File: src/rtl/sw_toggle_pkg.sv
// Shared state encoding, default timing constants and state decode helpers
// for the debounced switch toggle controller.
package sw_toggle_pkg;

  typedef enum logic [1:0] {
    ST_IDLE   = 2'd0,
    ST_ARM    = 2'd1,
    ST_HELD   = 2'd2,
    ST_DISARM = 2'd3
  } state_e;

  localparam int DEF_DEBOUNCE_CYCLES = 16;
  localparam int DEF_REPEAT_CYCLES   = 64;
  localparam int DEF_CNT_W           = 16;

  function automatic logic f_is_pressed(input state_e s);
    return (s == ST_HELD) || (s == ST_DISARM);
  endfunction

  function automatic logic f_is_busy(input state_e s);
    return (s != ST_IDLE);
  endfunction

endpackage

File: src/rtl/sync_2ff.sv
// Generic two-flop synchronizer for signals asynchronous to clk; both
// stages clear to 0 on the asynchronous active-high reset.
module sync_2ff #(
  parameter int W = 1
) (
  input  logic         clk,
  input  logic         reset,
  input  logic [W-1:0] i_d,
  output logic [W-1:0] o_q
);

  logic [W-1:0] r_meta;
  logic [W-1:0] r_sync;

  // First stage may go metastable; only the second stage is used downstream.
  always_ff @(posedge clk or posedge reset) begin
    if (reset) begin
      r_meta <= '0;
      r_sync <= '0;
    end else begin
      r_meta <= i_d;
      r_sync <= r_meta;
    end
  end

  assign o_q = r_sync;

endmodule

File: src/rtl/sw_toggle_ctrl.sv
// Debounced push-button toggle controller: one toggle of q per accepted press.
// Optional auto-repeat while held is enabled by defining SW_TOGGLE_AUTO_REPEAT_EN.
module sw_toggle_ctrl
  import sw_toggle_pkg::*;
#(
  parameter int DEBOUNCE_CYCLES = DEF_DEBOUNCE_CYCLES,
  parameter int REPEAT_CYCLES   = DEF_REPEAT_CYCLES,
  parameter int CNT_W           = DEF_CNT_W
) (
  input  logic clk,
  input  logic reset,
  input  logic sw,
  output logic q,
  output logic toggle,
  output logic pressed,
  output logic busy
);

  localparam logic [CNT_W-1:0] DB_LAST = CNT_W'(DEBOUNCE_CYCLES - 1);
  localparam logic [CNT_W-1:0] CNT_ONE = CNT_W'(1);
`ifdef SW_TOGGLE_AUTO_REPEAT_EN
  localparam logic [CNT_W-1:0] RPT_LAST = CNT_W'(REPEAT_CYCLES - 1);
`endif

  logic             w_sw_s;
  state_e           r_state;
  logic [CNT_W-1:0] r_cnt;
  logic             r_q;
  logic             r_toggle;
  logic             r_pressed;
  logic             r_busy;

  sync_2ff #(.W(1)) u_sync (
    .clk   (clk),
    .reset (reset),
    .i_d   (sw),
    .o_q   (w_sw_s)
  );

  // State, counter, q and decoded outputs; pressed/busy are loaded on each
  // state change from the decode of the state being entered.
  always_ff @(posedge clk or posedge reset) begin
    if (reset) begin
      r_state   <= ST_IDLE;
      r_cnt     <= '0;
      r_q       <= 1'b0;
      r_toggle  <= 1'b0;
      r_pressed <= 1'b0;
      r_busy    <= 1'b0;
    end else begin
      r_toggle <= 1'b0;
      case (r_state)
        ST_IDLE: begin
          if (w_sw_s) begin
            r_state   <= ST_ARM;
            r_cnt     <= '0;
            r_pressed <= f_is_pressed(ST_ARM);
            r_busy    <= f_is_busy(ST_ARM);
          end else begin
            r_cnt <= '0;
          end
        end
        ST_ARM: begin
          if (!w_sw_s) begin
            r_state   <= ST_IDLE;
            r_cnt     <= '0;
            r_pressed <= f_is_pressed(ST_IDLE);
            r_busy    <= f_is_busy(ST_IDLE);
          end else if (r_cnt == DB_LAST) begin
            r_state   <= ST_HELD;
            r_cnt     <= '0;
            r_q       <= ~r_q;
            r_toggle  <= 1'b1;
            r_pressed <= f_is_pressed(ST_HELD);
            r_busy    <= f_is_busy(ST_HELD);
          end else begin
            r_cnt <= r_cnt + CNT_ONE;
          end
        end
        ST_HELD: begin
          if (!w_sw_s) begin
            r_state   <= ST_DISARM;
            r_cnt     <= '0;
            r_pressed <= f_is_pressed(ST_DISARM);
            r_busy    <= f_is_busy(ST_DISARM);
`ifdef SW_TOGGLE_AUTO_REPEAT_EN
          end else if (r_cnt == RPT_LAST) begin
            r_cnt    <= '0;
            r_q      <= ~r_q;
            r_toggle <= 1'b1;
          end else begin
            r_cnt <= r_cnt + CNT_ONE;
          end
`else
          end else begin
            r_cnt <= r_cnt;
          end
`endif
        end
        ST_DISARM: begin
          if (w_sw_s) begin
            // Release bounce: back to HELD, any repeat count restarts.
            r_state   <= ST_HELD;
            r_cnt     <= '0;
            r_pressed <= f_is_pressed(ST_HELD);
            r_busy    <= f_is_busy(ST_HELD);
          end else if (r_cnt == DB_LAST) begin
            r_state   <= ST_IDLE;
            r_cnt     <= '0;
            r_pressed <= f_is_pressed(ST_IDLE);
            r_busy    <= f_is_busy(ST_IDLE);
          end else begin
            r_cnt <= r_cnt + CNT_ONE;
          end
        end
        default: begin
          r_state   <= ST_IDLE;
          r_cnt     <= '0;
          r_pressed <= 1'b0;
          r_busy    <= 1'b0;
        end
      endcase
    end
  end

  assign q       = r_q;
  assign toggle  = r_toggle;
  assign pressed = r_pressed;
  assign busy    = r_busy;

endmodule
File: config.mk
export PLATFORM = sky130hd
export DESIGN_NAME = sw_toggle_ctrl
export DESIGN_NICKNAME = d
export VERILOG_FILES = /design/src/rtl/sw_toggle_pkg.sv /design/src/rtl/sync_2ff.sv /design/src/rtl/sw_toggle_ctrl.sv
export SDC_FILE = /design/constraint.sdc
export NUM_CORES = 1
export LEC_CHECK = 0
export BUFFER_PORTS_ARGS = -buffer_cell sky130_fd_sc_hd__clkbuf_2
export CORE_MARGIN = 1
export CORE_UTILIZATION = 58
export DETAILED_ROUTE_END_ITERATION = 10
export MAX_ROUTING_LAYER = met4
export PLACE_DENSITY = 0.8
export SYNTH_ARGS = -nofsm -noshare
export SYNTH_HDL_FRONTEND = slang
export SYNTH_HIERARCHICAL = 1
export SYNTH_SLANG_ARGS = --single-unit
export TNS_END_PERCENT = 1
File: constraint.sdc
create_clock -name clk -period 2.08 [get_ports clk]
set_input_delay 0.104 -clock clk [delete_from_list [all_inputs] [get_ports clk]]
set_output_delay 0.104 -clock clk [all_outputs]
set_load 0.05 [all_outputs]
Yosys cells after proc, flatten, opt, wreduce, memory -nomap -nowiden:

Cells that the tools add are included.

* add/sub/neg operators: 1
* eq/ne operators: 8
* mux-type cells: 24
* bitwise operators: 1
* reductions and logical operators: 3

Operators by type and width (number)
* $mux W16: 4
* $pmux W16 S4: 1
* $add A16 B1 Y16 const B: 1
* $eq A16 B4 Y1 const B: 1
* $mux W2: 6
* $mux W1: 10
* $pmux W1 S4: 2
* $pmux W2 S4: 1
* $eq A2 B2 Y1 const B: 2
* $reduce_and A4 Y1: 1
* $ne A3 B2 Y1 const B: 1
* $ne A3 B3 Y1 const B: 1
* $reduce_and A3 Y1: 1
* $eq A2 B1 Y1 const B: 1
* $logic_not A2 Y1: 1
* $ne A2 B1 Y1 const B: 1
* $ne A2 B2 Y1 const B: 1
* $not A1 Y1: 1

* register bits after elaboration: 24
* bits of input ports: 3

Depth between registers and ports, before layout:

Gate-level depths: netlist of run 1.

* depth after elaboration: 4
* depth in mapped cells: 7

Hierarchy:

Netlist of run 1, hierarchy kept.

Modules (own cells, without submodules)
* sw_toggle_ctrl: times used 1, cells an instance 120, area an instance 1094.8 um^2, sequential area each 525.5 um^2
* sync_2ff: times used 1, cells an instance 3, area an instance 53.8 um^2, sequential area each 50.0 um^2

Worst setup path before layout of run 1:

Ideal clock, no wire load.

* path kind: flip-flop to flip-flop
* from: register (tool-made name)
* to: register (tool-made name)
* arrival time: 1.703 ns
* data required time: 1.952 ns
* setup slack: 0.250 ns
* stages on the path, launching flop included: 7
* path buffers: 1
* period minus slack after synthesis: 1.830 ns
* cell sequence: dfrtp_1 xor2_2 nand2_2 or2_1 buf_6 nand2_1 mux2_1

==> key figures, run 1 <==
Outcome
  • Status: complete, no violations

Critical path
  • Worst Path Buf+Inv: 0
  • Crit path max-delay cell type: dfrtp_1
  • Worst Path Arrival: 2120 ps
  • CP peak stage delay: 430 ps
  • CP Launch Type: flop
  • Largest delay contributor family on the critical path: simple AND/OR/NAND/NOR gates
  • Cells along the critical path: ha_1 > and3_1 > and4_1 > or2_1 > nand2_1 > mux2_1
  • CP Max Fanout: 7
  • CP Class: reg -> reg
  • CP Capture Type: flop
  • Required @ worst endpoint: 2270 ps

Synthesis
  • Synth Flop Type: dfrtp_1
  • Post-synth EDFFs: 0
  • #FFs+latches synth: 23
  • Post-synthesis net count: 127
  • Synth area leader: dfrtp_1
  • Netlist cell types: 33
  • Warnings, synthesis: 6
  • Post-synth top area share: 0.501
  • Cells after Synth: 123
  • Async S/R FF share, synth: 1.00
  • Area contributors post-synth: dfrtp_1, nand2_1, nand3_1
  • Post-synthesis cell area: 0.00115 mm2
  • Syn avg cell area: 9.34 um2
  • Register area share after synthesis: 0.501

Global routing
  • GRT Max-Usage Layer: met2
  • GRT Residual Overflow: 0
  • GR met3 Demand/Resource: 0.0235
  • Largest net degree at the start of global routing: 22
  • GR Util met1: 0.325
  • Initial antenna violation count: 0
  • Number of global-route vias before repair: 794
  • First-pass GRT wire length: 3450 um
  • Met2 global-route usage: 0.344
  • Gr usage total: 0.232

CTS
  • CTS tree: yes
  • Worst-skew pair later-pin latency: 300 ps
  • Num CTS Buffers: 3
  • Number of H-tree levels: 1
  • Root buffer cell: clkbuf_4
  • CTS Sinks: 23
  • Clock slew at reported path FFs: 120 ps
  • PostCTS Resize Cnt: 0
  • CTS max path bufs: 2

Routing
  • Detailed Route Iter0 Violations: 27
  • Initial DRT Pass Iterations: 5
  • Total wire length: 2110 um
  • Post-route ant nets: 0
  • Vias/cell: 6.06
  • Avg WL per Cell: 13.4 um
  • Post-route DRC violation count: 0
  • Via count: 952

STA
  • Final Max Slew Viols: 0
  • Slew Limit Headroom: 0.490
  • Final Hold Vio Count: 0
  • Period utilization: 0.928
  • Worst slew pin tran: 764 ps
  • RSZ-0062 raised after global routing: false
  • Clk_skew: 4.48 ps
  • Final min period: 1930 ps
  • Setup TNS: 0 ps
  • Final setup violation count: 0
  • Highest clock rate: 518 MHz

Floorplan
  • Die Width: 46.5 um
  • Std-Cell Rows: 15
  • Die ar.: 0.00216 mm2
  • Die height: 46.5 um
  • Core area: 0.00178 mm2
  • Ports: 7
  • Initial Utilization: 0.644

Worst hold path
  • Hold Crit Class: in -> async

Finish
  • Most frequent cells in the layout: dfrtp_1, nand2_1, nand3_1
  • # diodes: 0
  • Area Growth Syn to Fin: 8.39%
  • Nets: 137
  • Most common cell after layout, fill and taps aside: dfrtp_1
  • Post-route insts no fill: 157
  • Share of layout cells above drive strength 1: 0.136

Placed design
  • Port Buffers: 6
  • Dpl cells: 151
  • Final GP Congestion: 0.856

Pwr
  • Worst vdd rail ir drop: 0.00104 V
  • Pwr dens: 967 mW/mm2
  • Pleak: 0.539 nW

Flow run
  • Max cap viols: 0
==> Yosys cell counts, types with 3 or more instances <==
cell / n
o21ai_0: 8
nor2_1: 7
nor3_1: 3
dfrtp_1: 23
inv_1: 6
nor4_1: 3
nand3_1: 10
buf_2: 4
a31oi_1: 7
nand2_1: 14
a21oi_1: 8
==> routing by layer <==
layer  vias to the layer above  wire length (um)
li1                        461                 -
met5                         -                 0
met4                         0                13
met2                        24              1000
met3                         2                90
met1                       465              1000
==> repair_timing <==
item                      in CTS  in global routing
setup buffers                  0                  0
hold endpoints to repair      24                  0
hold buffers                   2                  0
==> final cells by class <==
type	count	area, um2
flip-flops and latches	23	576
fillers	151	538
multi-input cells	88	515
repair buffers	11	72.6
well taps	25	31.3
clock buffers	3	22.5
inverters	6	22.5
clock inverters	1	5.00
==> flip-flops by register name, summed over array words and instances, names as in the netlist, named ones only <==
name and count:
r_cnt 16, busy 1, q 1, r_state 1
toggle 1, u_sync/o_q 1, u_sync/r_meta 1
==> power by group <==
group / switching [mW] / internal [mW] / total (mW)
registers: 0.0632 / 0.494 / 0.557
logic: 0.289 / 0.158 / 0.447
clock network: 0.128 / 0.0716 / 0.200
total: 0.480 / 0.723 / 1.20
==> through the flow <==
| stage | cell area, um2 | power, mW | hold slack [ps] | worst slack (ps) | utilization |
|---|---|---|---|---|---|
| detailed placement | 1200 | 1.01 | -49.3 | 180 | 0.672 |
| CTS | 1240 | 1.21 | 161 | 159 | 0.698 |
| global route | 1240 | 1.28 | 185 | 66.9 | 0.698 |
| floorplan | 1150 | 0.940 | -155 | 250 | - |
| global placement | 1200 | 0.996 | -53.7 | 243 | 0.672 |
| finish | 1240 | 1.20 | 177 | 150 | 0.698 |
==> cell families (layout without fill, tap and decap cells) <==
group / count (synthesis) / count (layout) / share of synthesized area
fa+ha+maj: 1 / 1 / 0.0109
flops: 23 / 23 / 0.501
xor+xnor: 3 / 3 / 0.0294
mux: 3 / 3 / 0.0272
buf+inv: 12 / 21 / 0.0501
simple gates: 50 / 50 / 0.221
compound gates: 31 / 31 / 0.160
==> worst paths after layout <==
kind                         endpoint           from  slack, ps  depth (start not counted)
hold reg to reg            u_sync/o_q  u_sync/r_meta        370                          0
min in group clk           u_sync/o_q  u_sync/r_meta        370                          0
setup reg to reg                 flop       r_cnt[0]        150                          6
max in group asynchronous    r_cnt[4]          reset       1140                          3
hold / removal             u_sync/o_q          reset        180                          3
setup / recovery                 flop       r_cnt[0]        150                          6
==> worst min-delay path, cell delays in order <==
cell,delay [ps]
dlygate4sd3_1,540
clkbuf_2,110
inv_1,70
No activity file was read; power rests on OpenSTA's default activity.
==> run 2, diff against run 1 <==
--- a/config.mk
+++ b/config.mk
@@ -5,9 +5,10 @@
 export SDC_FILE = /design/constraint.sdc
 export NUM_CORES = 1
 export LEC_CHECK = 0
+export ABC_AREA = 1
 export BUFFER_PORTS_ARGS = -buffer_cell sky130_fd_sc_hd__clkbuf_2
 export CORE_MARGIN = 1
-export CORE_UTILIZATION = 58
+export CORE_UTILIZATION = 59
 export DETAILED_ROUTE_END_ITERATION = 10
 export MAX_ROUTING_LAYER = met4
 export PLACE_DENSITY = 0.8
==> run 2 against run 1 <==
Non-clock buffer count shrank 3. Register-to-register slack gained 310 ps. Power decreased by 7.9%. Global-route usage up 2.9 points. Final cell count is 33% higher. Flip-flop and latch count is the same. Die area rose by 8.3%. Fmax rose by 19%. Critical path depth is 2 higher. Synthesized area increased by 11%. First-iteration DRC count up 78%.
==> key figures, run 2 <==
Critical path
  • CP Launch Type: flop
  • Required @ worst endpoint: 2290 ps
  • CP Class: reg -> reg
  • Worst Path Arrival: 1830 ps
  • CP Capture Type: flop
  • CP Max Fanout: 12

Floorplan
  • Core area: 0.00200 mm2
  • Std-Cell Rows: 16
  • Ports: 7
  • Die ar.: 0.00234 mm2
  • Initial Utilization: 0.634
  • Die height: 48.4 um
  • Die Width: 48.4 um

STA
  • Final Hold Vio Count: 0
  • Final Max Slew Viols: 0
  • Worst slew pin tran: 809 ps
  • Final setup violation count: 0
  • Final min period: 1620 ps
  • Slew Limit Headroom: 0.460
  • Clk_skew: 8.05 ps
  • Setup TNS: 0 ps
  • Highest clock rate: 619 MHz
  • Hold_ws: 167 ps
  • RSZ-0062 raised after global routing: false
  • Period utilization: 0.777

Synthesis
  • Netlist cell types: 21
  • Synth Area in Adders: 0.00985
  • Warnings, synthesis: 6
  • Cells after Synth: 171
  • Post-synthesis net count: 175
  • Async S/R FF share, synth: 1.00
  • Post-synth EDFFs: 0
  • Post-synthesis mux area share: 0
  • XOR/XNOR Fraction of Synth Area: 0.0483
  • Post-synthesis cell area: 0.00127 mm2
  • Synth Flop Type: dfrtp_1
  • Area contributors post-synth: dfrtp_1, nand2_1, inv_1
  • Cell with the most instances after synthesis: nand2_1
  • Register area share after synthesis: 0.453
  • Synth area leader: dfrtp_1
  • Commonest cells in the synthesized netlist: nand2_1, dfrtp_1, inv_1, nor2_1, nand3_1
  • #FFs+latches synth: 23
  • Syn avg cell area: 7.43 um2
  • Post-synth top area share: 0.453
  • Post-synthesis simple-gate area fraction: 0.330
  • Combinational family with the most area after synthesis: simple AND/OR/NAND/NOR gates
  • Compound-gate portion of the synthesized area: 0.0818

Global routing
  • Initial antenna violation count: 0
  • GRT Residual Overflow: 0
  • Gr usage total: 0.261
  • Largest net degree at the start of global routing: 22
  • First-pass GRT wire length: 4610 um
  • Number of global-route vias before repair: 1070

Routing
  • Vias/cell: 5.49
  • Detailed Route Iter0 Violations: 48
  • Post-route ant nets: 0
  • Via count: 1148
  • Total wire length: 2670 um
  • Post-route DRC violation count: 0
  • Initial DRT Pass Iterations: 4
  • Avg WL per Cell: 12.8 um

CTS
  • CTS tree: yes
  • Num CTS Buffers: 3
  • CTS max path bufs: 2
  • CTS Sinks: 23
  • Worst-skew pair later-pin latency: 310 ps
  • Root buffer cell: clkbuf_4
  • Number of H-tree levels: 1
  • Setup bufs post-CTS: 0
  • Clock slew at reported path FFs: 130 ps

Finish
  • Largest Register: r_cnt
  • Max reg flops: 16
  • Most frequent cells in the layout: nand2_1, inv_1, dfrtp_1
  • Final instance area: 0.00137 mm2
  • Share of layout cells above drive strength 1: 0.0824
  • # diodes: 0
  • Area Growth Syn to Fin: 7.78%
  • Utilization after layout: 0.684
  • Most common cell after layout, fill and taps aside: nand2_1
  • Fillers: 174
  • Nets: 187
  • Post-route insts no fill: 209

Pwr
  • Pleak: 0.663 nW
  • Worst vdd rail ir drop: 0.000811 V
  • Pwr dens: 810 mW/mm2

Worst hold path
  • Hold Crit Class: in -> async

Flow run
  • Max cap viols: 0

Placed design
  • Final GP Congestion: 0.926
  • DP Wirelength: 1930 um
  • Dpl cells: 203
  • Port Buffers: 6
  • Cell area after placement: 0.00132 mm2

Outcome
  • Status: complete, no violations
run 2: cell types whose count changed in the layout (fill, tap and decap cells not counted), moves of 3 or more:
cell     delta
nand2_1    +35
inv_1      +17
nor2_1     +13
a31oi_1     -7
a21oi_1     -6
nand3_1     +6
o21ai_1     +4
buf_4       -3
nor4_1      -3
xor2_1      +3
run 2: per-stage QoR:
step | worst slack (ps) | power [mW]
6_report | 465 | 1.11
5_1_grt | 271 | 1.19
4_1_cts | 465 | 1.11
3_5_place_dp | 491 | 0.902
3_3_place_gp | 538 | 0.894
2_1_floorplan | 668 | 0.841
run 2: path summary, 6_finish.rpt:
path	from	to	slack (ps)	depth (start not counted)
worst max register to register	r_cnt[0]	flop	460	8
min in group clk	u_sync/r_meta	u_sync/o_q	370	0
worst min-delay path	reset	u_sync/o_q	170	3
worst max-delay path	r_cnt[0]	flop	460	8
worst min register to register	u_sync/r_meta	u_sync/o_q	370	0
max in group asynchronous	reset	r_cnt[2]	1100	3
run 2: worst max-delay path: stages (launching register included):
cell	delay, ps
dfrtp_1	450
ha_1	250
nand3_2	150
nor2_4	170
nand2_1	80
nand2_2	200
nand3_1	100
nand2_1	70
nand2_1	50
run 2: power breakdown:
group / internal (mW) / total [mW] / switching, mW
registers: 0.498 / 0.549 / 0.0510
clock network: 0.0749 / 0.211 / 0.136
logic: 0.0921 / 0.349 / 0.257
run 2: timing repair:
item / in CTS / in global routing
resized for setup: 0 / 0
hold buffers: 2 / 0
hold endpoints to repair: 24 / 0
run 2: routing by layer:
metal / wire length (um) / track usage
met3: 187 / 0.0346
met5: 0 / -
met2: 1220 / 0.423
met4: 40 / 0.0931
met1: 1230 / 0.340
run 2: layout make-up:
cell class	count	area, um2	share of cell area
Clock buffer	4	26.3	0.0192
Inverter	23	86.3	0.0631
Multi-Input combinational cell	124	597	0.436
Sequential cell	23	576	0.420
Tap cell	27	33.8	0.0247
Timing Repair Buffer	8	50.0	0.0366
run 2: cells by family after synthesis:
logic type               Yosys count
AO/OA/AOI/OAI                     19
XOR/XNOR                           7
adder cells (fa/ha/maj)            1
buffers and inverters             24
flip-flops                        23
AND/OR/NAND/NOR                   97
==> run 3, diff against run 2 <==
==> constraint.sdc (replaced) <==
create_clock -name clk -period 1.6 [get_ports clk]
set_input_delay 0.08 -clock clk [delete_from_list [all_inputs] [get_ports clk]]
set_output_delay 0.08 -clock clk [all_outputs]
set_load 0.05 [all_outputs]
==> run 3 against run 2 <==
Flip-flop and latch count unchanged. Combinational power up 68%. Final cell count up 3.8%. Critical path type unchanged. Sequential power up 29%. Sequential share of layout area down 2.2 points. Register-to-register slack worse by 340 ps. Clock power up 23%. Via count up 4.6%.
==> key figures, run 3 (synthesis gave the netlist of run 2 again) <==
Critical path
  • CP Launch Type: flop
  • Crit path max-delay cell type: dfrtp_1
  • Cells along the critical path: ha_2 > nand3_2 > nor2_4 > a21oi_2 > nand3_1 > o21ai_0
  • CP Class: reg -> reg
  • CP Capture Type: flop
  • CP peak stage delay: 430 ps
  • Worst Path Arrival: 1700 ps
  • CP Max Fanout: 8
  • Required @ worst endpoint: 1820 ps

Placed design
  • Final GP Congestion: 0.952
  • DP Wirelength: 2080 um
  • Port Buffers: 6

Pwr
  • Pwr dens: 1080 mW/mm2
  • Clock share of power: 0.167
  • Sequential power share: 0.455
  • P_sw: 0.614 mW
  • Final Total Pwr: 1.56 mW
  • Combinational Power Share: 0.378
  • Cell-internal power: 0.942 mW
  • Worst vdd rail ir drop: 0.000790 V
  • Pleak: 0.703 nW
  • Sw Share: 0.395

CTS
  • CTS Sinks: 23
  • CTS max path bufs: 2
  • Clock slew at reported path FFs: 130 ps
  • Worst-skew pair later-pin latency: 300 ps
  • CTS tree: yes
  • Number of H-tree levels: 1
  • Num CTS Buffers: 3
  • Root buffer cell: clkbuf_4

STA
  • Final min period: 1480 ps
  • Highest clock rate: 676 MHz
  • Slew Limit Headroom: 0.727
  • Worst slew pin tran: 410 ps
  • Setup TNS: 0 ps
  • Final setup violation count: 0
  • Final Max Slew Viols: 0
  • Clk_skew: 7.16 ps
  • Hold_ws: 157 ps
  • RSZ-0062 raised after global routing: false
  • Final Hold Vio Count: 0
  • Period utilization: 0.925

Finish
  • Utilization after layout: 0.722
  • Most frequent cells in the layout: nand2_1, inv_1, dfrtp_1
  • Area Growth Syn to Fin: 13.8%
  • Share of layout cells above drive strength 1: 0.137
  • Most common cell after layout, fill and taps aside: nand2_1
  • Nets: 195
  • Max reg flops: 16
  • # diodes: 0
  • Largest Register: r_cnt

Flow run
  • Max cap viols: 0

Routing
  • Detailed Route Iter0 Violations: 69
  • Avg WL per Cell: 12.8 um
  • Post-route ant nets: 0
  • Via count: 1201
  • Vias/cell: 5.53
  • Post-route DRC violation count: 0
  • Total wire length: 2790 um
  • Initial DRT Pass Iterations: 5

Floorplan
  • Die Width: 48.4 um
  • Initial Utilization: 0.634
  • Ports: 7
  • Die ar.: 0.00234 mm2
  • Std-Cell Rows: 16
  • Core area: 0.00200 mm2
  • Die height: 48.4 um

Worst hold path
  • Hold Crit Class: in -> async

Global routing
  • Initial antenna violation count: 0
  • Gr usage total: 0.269
  • Number of global-route vias before repair: 1155
  • Largest net degree at the start of global routing: 22
  • GRT Residual Overflow: 0
  • First-pass GRT wire length: 4820 um

Outcome
  • Status: complete, no violations
run 3: worst max-delay path, delay by kind of cell (launching register included):
family / cells / cell delay (ps)
flops: 1 / 430
simple gates: 3 / 290
compound gates: 2 / 460
fa+ha+maj: 1 / 210
run 3: layout make-up:
type,instances,area [um2]
fill,169,557
sequential,23,576
inverter,23,86.3
clock inverter,1,5.00
multi-input combinational,124,612
tap,27,33.8
clock buffer,3,22.5
timing repair buffer,16,110
run 3: path summary, 6_finish.rpt:
| kind | startpoint | to | slack (ps) | depth (start not counted) |
|---|---|---|---|---|
| worst max-delay path | r_cnt[1] | r_cnt[10] | 120 | 6 |
| worst min-delay path | reset | u_sync/r_meta | 160 | 3 |
| worst max register to register | r_cnt[1] | r_cnt[10] | 120 | 6 |
| worst min register to register | u_sync/r_meta | u_sync/o_q | 370 | 0 |
| max in group asynchronous | reset | r_cnt[10] | 1050 | 4 |
| min in group clk | u_sync/r_meta | u_sync/o_q | 370 | 0 |
run 3: layer usage:
layer,part of all wire,global-route usage
met5,0,-
met4,0.017,0.0931
met3,0.061,0.0472
met2,0.50,0.479
met1,0.42,0.305
run 3: metrics by stage:
stage               worst slack [ps]  cell area (um2)  instances
floorplan                        188             1270        171
CTS                             8.88             1400        213
detailed placement              29.0             1350        207
global placement                 116             1350        207
finish                           120             1450        217
global route                    12.3             1450        217
run 3: power groups by stage:
stage / registers (mW) / logic, mW / clock network, mW
2_1_floorplan: 0.803 / 0.290 / 0
3_3_place_gp: 0.711 / 0.471 / 0
3_5_place_dp: 0.720 / 0.495 / 0
4_1_cts: 0.708 / 0.500 / 0.274
5_1_grt: 0.714 / 0.654 / 0.292
6_report: 0.707 / 0.588 / 0.260
run 3: repair_timing:
| action | 4_1_cts | 5_1_grt |
|---|---|---|
| setup endpoints to repair | 0 | 12 |
| endpoints found under the hold margin | 24 | 0 |
| buffers inserted | 0 | 4 |
| resized for setup | 0 | 4 |
| hold buffers | 2 | 0 |
